`config.mk`:
```
export PLATFORM = sky130hd
export DESIGN_NAME = countdown_timer
export DESIGN_NICKNAME = d
export VERILOG_FILES = /design/src/rtl/countdown_timer.sv
export SDC_FILE = /design/constraint.sdc
export NUM_CORES = 1
export LEC_CHECK = 0
export ABC_CLOCK_PERIOD_IN_PS = 1500
export CORE_MARGIN = 3
export CORE_UTILIZATION = 43
export DETAILED_ROUTE_END_ITERATION = 16
export PLACE_DENSITY = 0.74
export SLEW_MARGIN = 25
export SYNTH_ARGS = -nofsm -noshare
export SYNTH_HDL_FRONTEND = slang
export SYNTH_SLANG_ARGS = --single-unit
```
`constraint.sdc`:
```
create_clock -name i_clock -period 1.5 [get_ports i_clock]
set_input_delay 0.3 -clock i_clock [delete_from_list [all_inputs] [get_ports i_clock]]
set_output_delay 0.3 -clock i_clock [all_outputs]
set_load 0.01 [all_outputs]
```
`src/rtl/countdown_timer.sv`:
```
`default_nettype none
// ============================================================================
//  Module   : countdown_timer
//  Purpose  : Loadable, prescaled down-counter with one-shot or auto-reload
//             operation and a 1-cycle done pulse on each expiry.
//  Options  : COUNTDOWN_WRAP_CNT_EN adds an 8-bit saturating expiry counter.
//  Revision : 1.0 - initial release
// ============================================================================
module countdown_timer #(
    parameter int WIDTH    = 7,
    parameter int MAX_LOAD = 99,
    parameter int DIV      = 1
) (
    input  logic             i_clock,
    input  logic             i_reset_sync,
    input  logic             i_load_valid,
    input  logic [WIDTH-1:0] i_load_value,
    output logic             o_load_ready,
    input  logic             i_start,
    input  logic             i_pause,
    input  logic             i_abort,
    input  logic             i_mode_reload,
    output logic [WIDTH-1:0] o_value,
    output logic             o_busy,
    output logic             o_done,
`ifdef COUNTDOWN_WRAP_CNT_EN
    output logic [7:0]       o_wrap_count,
`endif
    output logic [1:0]       o_state
);

    localparam int PW = (DIV > 1) ? $clog2(DIV) : 1;

    localparam logic [PW-1:0]    c_div_last = PW'(DIV - 1);
    localparam logic [PW-1:0]    c_pre_one  = PW'(1);
    localparam logic [WIDTH-1:0] c_max_load = WIDTH'(MAX_LOAD);
    localparam logic [WIDTH-1:0] c_val_one  = WIDTH'(1);

    typedef enum logic [1:0] {
        ST_IDLE   = 2'd0,
        ST_ARMED  = 2'd1,
        ST_RUN    = 2'd2,
        ST_PAUSED = 2'd3
    } state_t;

    state_t           state_q, state_d;
    logic [WIDTH-1:0] value_q, value_d;
    logic [WIDTH-1:0] load_q,  load_d;
    logic [PW-1:0]    pre_q,   pre_d;
    logic             mode_q,  mode_d;
    logic             done_q,  done_d;

    logic             w_load_ready;
    logic             w_load_accept;
    logic             w_tick;
    logic [WIDTH-1:0] w_load_clamped;

    assign w_load_ready   = (state_q == ST_IDLE) || (state_q == ST_ARMED);
    assign w_load_accept  = i_load_valid && w_load_ready && !i_abort;
    assign w_tick         = (pre_q == c_div_last);
    assign w_load_clamped = (i_load_value > c_max_load) ? c_max_load : i_load_value;

    always_comb begin
        state_d = state_q;
        value_d = value_q;
        load_d  = load_q;
        pre_d   = pre_q;
        mode_d  = mode_q;
        done_d  = 1'b0;

        if (i_abort) begin
            state_d = ST_IDLE;
            value_d = '0;
            pre_d   = '0;
        end else if (w_load_accept) begin
            value_d = w_load_clamped;
            load_d  = w_load_clamped;
            state_d = (w_load_clamped != '0) ? ST_ARMED : ST_IDLE;
        end else begin
            case (state_q)
                ST_ARMED: begin
                    if (i_start) begin
                        state_d = ST_RUN;
                        pre_d   = '0;
                        mode_d  = i_mode_reload;
                    end
                end
                ST_RUN: begin
                    // A pause request wins over a coincident tick.
                    if (i_pause) begin
                        state_d = ST_PAUSED;
                    end else if (w_tick) begin
                        pre_d = '0;
                        if (value_q > c_val_one) begin
                            value_d = value_q - c_val_one;
                        end else if (value_q == c_val_one) begin
                            value_d = '0;
                            done_d  = 1'b1;
                            if (!mode_q) begin
                                state_d = ST_IDLE;
                            end
                        end else begin
                            // Zero is only held in RUN by reload mode.
                            value_d = load_q;
                        end
                    end else begin
                        pre_d = pre_q + c_pre_one;
                    end
                end
                ST_PAUSED: begin
                    if (!i_pause) begin
                        state_d = ST_RUN;
                    end
                end
                default: ;
            endcase
        end
    end

    always_ff @(posedge i_clock) begin
        if (i_reset_sync) begin
            state_q <= ST_IDLE;
            value_q <= '0;
            load_q  <= '0;
            pre_q   <= '0;
            mode_q  <= 1'b0;
            done_q  <= 1'b0;
        end else begin
            state_q <= state_d;
            value_q <= value_d;
            load_q  <= load_d;
            pre_q   <= pre_d;
            mode_q  <= mode_d;
            done_q  <= done_d;
        end
    end

`ifdef COUNTDOWN_WRAP_CNT_EN
    logic [7:0] wrap_q, wrap_d;

    always_comb begin
        wrap_d = wrap_q;
        if (w_load_accept) begin
            wrap_d = '0;
        end else if (done_d && (wrap_q != 8'hFF)) begin
            wrap_d = wrap_q + 8'd1;
        end
    end

    always_ff @(posedge i_clock) begin
        if (i_reset_sync) begin
            wrap_q <= '0;
        end else begin
            wrap_q <= wrap_d;
        end
    end

    assign o_wrap_count = wrap_q;
`endif

    assign o_load_ready = w_load_ready;
    assign o_value      = value_q;
    assign o_busy       = (state_q == ST_RUN) || (state_q == ST_PAUSED);
    assign o_done       = done_q;
    assign o_state      = state_q;

endmodule
`default_nettype wire
```
==> metrics.md <==
| Metric | Value |
|---|---|
| Critical path's slowest cell | `or4_4` |
| Fmax | `644 MHz` |
| Initial DRC Count | `34` |
| Design area | `0.00165 sq mm` |
| Hold WS | `474 ps` |
| CP required | `1700 ps` |
| CP Class | `flip-flop to flip-flop` |
| Worst setup path startpoint | `o_value[2]` |
| Yosys reg bits | `18` |
| Starting Density | `46.3%` |
| Layout cells sized above 1 | `35.9%` |
| Reg clk slew, reported paths | `110 ps` |
| R2r startpoint | `o_value[2]` |
| FP Rows | `17` |
| Unrepaired setup endpoints after global routing | `yes` |
| Vias in the first global route | `1076` |
| Routed wire length | `3120 um` |
| Die Ht | `55.3 um` |
| Core area | `0.00225 sq mm` |
| Fin crit share | `104%` |
| Synth Flop Type | `dfxtp_1` |
| Leakage dissipation | `0.716 nW` |
| Die area | `0.00306 sq mm` |
| Status | `complete, but fails checks` |
| Syn_nets | `140` |
| Async S/R FF share, synth | `0%` |
| Detailed placement HPWL | `2420 um` |
| Seq/Total Area, Yosys | `34.5%` |
| Overall global routing resource usage | `20.5%` |
| WP data arrival | `1750 ps` |
| Detailed-route via count | `1197` |
| Total gr overflow | `0` |
| Placed cells | `203` |
| Util after Layout | `73.1%` |
| Placement Setup Slack | `-374 ps` |
| Hold Crit Depth | `2` |
| Final ANT Viol Nets | `0` |
| Critical Path Source Type | `flip-flop` |
| HP Class | `flip-flop to flip-flop` |
| Clock Root Buffer | `clkbuf_4` |
| Setup TNS | `-188 ps` |
| CP Capture Type | `flip-flop` |
| Worst R2R Path Depth | `4` |
| Worst Skew | `7.11 ps` |
| Fin. Hold Viols | `0` |
| GP Congestion | `0.878` |
| Setup slack after layout | `-53.9 ps` |
| Chip Width | `55.3 um` |
| Post-DP Area | `0.00154 sq mm` |
| Largest net degree at the start of global routing | `11` |
| CTS sink count | `18` |
| Nets@finish | `198` |
| Worst Max-Slew Pin Slew | `308 ps` |
| First-pass GRT wire length | `5080 um` |
| Cell Chain, Critical Path | `or4_4, nor2_8, nand2_2, o41a_1` |
| Hold wc startpoint | `load_q[5]` |
| Cell area after synthesis | `0.00104 sq mm` |
| Setup violators final | `5` |
| Final Instance Count excl. Fillers | `209` |
| Clock latency on the worst-skew pair | `300 ps` |
| Min cycle time layout | `1550 ps` |
| TritonRoute pass-1 iters | `4` |
| Number of port buffers | `25` |
| CTS tree | `done` |
| Number of flops mapped to enable cells by yosys | `0` |
| I/O pin count | `26` |
| # DRC | `0` |
| DR vias/cell | `5.73` |
| Clock buffer depth | `2` |
| Peak supply drop | `0.520 mV` |
| Violated checks | `negative setup slack` |
| P&R area growth vs syn | `57.8%` |
| Diodes inserted | `0` |
| Post-synthesis cell type count | `47` |
| Pwr dens | `674 mW/mm^2` |
| Synth warnings | `0` |
| Initial antenna violation count | `0` |
| Power, Total | `1.11 mW` |
| Total CTS buffers | `3` |
| Wire length per cell | `14.9 um` |
| Syn Area/Cell | `8.43 sq um` |
| Hold-fix buffers, CTS | `0` |
| Crit path largest cell delay | `590 ps` |
| # Max-Cap Violations | `0` |
| # H-tree levels | `1` |
| Slew HR | `79.2%` |
| Slew Viols, Final | `0` |
| Post-Synthesis Cells | `124` |
| CP Max Fanout | `4` |
==> power by group <==
group	switching, mW	total, mW	internal [mW]
Sequential	0.0109	0.503	0.492
Clock	0.159	0.307	0.148
Combinational	0.131	0.301	0.169
Total	0.302	1.11	0.810
==> final cells by class <==
type | count | area [sq um]
sequential | 18 | 369
fill | 185 | 606
timing repair buffer | 60 | 503
multi-input combinational | 95 | 691
inverter | 4 | 15.0
tap | 28 | 35.0
clock buffer | 4 | 36.3
==> per-layer routing <==
layer / up-vias / global-route usage, % / part of all wire [%]
met5: - / 0 / 0
met4: 0 / 6.94 / 1.3
met3: 5 / 2.34 / 4.5
met2: 42 / 34.1 / 47
met1: 571 / 27.4 / 47
li1: 579 / - / -
==> worst max-delay path, delay by kind of cell, from the launching register on <==
family	cells	cell delay (ps)
AND/OR/NAND/NOR	3	800
flip-flops	1	340
AO/OA/AOI/OAI	1	310
==> worst paths after layout <==
check / endpoint / slack, ps
worst min register to register: load_q[5] / 470
worst min-delay path: load_q[5] / 470
worst max register to register: o_state[1] / -50
worst max-delay path: o_state[1] / -50
==> what timing repair did <==
item                                   in CTS  in global routing
resized for setup                          19                  9
pin swaps                                   1                  0
setup buffers                               2                  0
setup endpoints to repair                  16                 10
endpoints found under the hold margin       0                  0
==> logic make-up after synthesis <==
kind of cell / share of synthesized area, %
fa+ha+maj: 2.39
simple gates: 26.8
flops: 34.5
xor+xnor: 1.68
compound gates: 26.6
mux: 2.99
buf+inv: 5.03
==> sequential cells by signal, summed over array words and instances, names as in the netlist <==
| signal | count |
|---|---|
| o_done | 1 |
| load_q | 7 |
| o_value | 7 |
| o_state | 2 |
| mode_q | 1 |
==> cells in the mapped netlist (all sizes together) (2+ instances only) <==
cell type	count	area, sq um
o21ai	3	15.0
buf	4	26.3
nor3	3	15.0
nand2	14	55.1
o31ai	2	15.0
a22oi	2	15.0
clkbuf	3	11.3
nand3	3	15.0
nor4b	2	17.5
inv	4	15.0
nand4b	2	17.5
mux2i	2	20.0
or2	2	12.5
ha	2	25.0
nor3b	3	27.5
a21boi	3	22.5
or4	2	18.8
o22ai	3	18.8
nor4	2	12.5
dfxtp	18	360
a2bb2oi	2	17.5
a31oi	2	12.5
nor2	10	53.8
xor2	2	17.5
a21oi	12	60.1
==> cell usage in the layout, fill, tap and decap left out, types with 2 or more instances in the layout <==
master           count
nor3_1               2
a22oi_1              2
inv_1                4
buf_4               35
xor2_1               2
nor4b_1              2
a21oi_1             12
a21boi_0             2
nand4b_1             2
clkdlybuf4s50_1     14
nor3b_2              3
a2bb2oi_1            2
nor2_1               8
dfxtp_1             13
or2_2                2
dfxtp_2              4
o22ai_1              3
dlygate4sd2_1       10
clkbuf_4             3
nand2_1             13
a31oi_1              2
o21ai_0              2
mux2i_1              2
nand3_1              3
No activity file was read; power rests on OpenSTA's default activity.
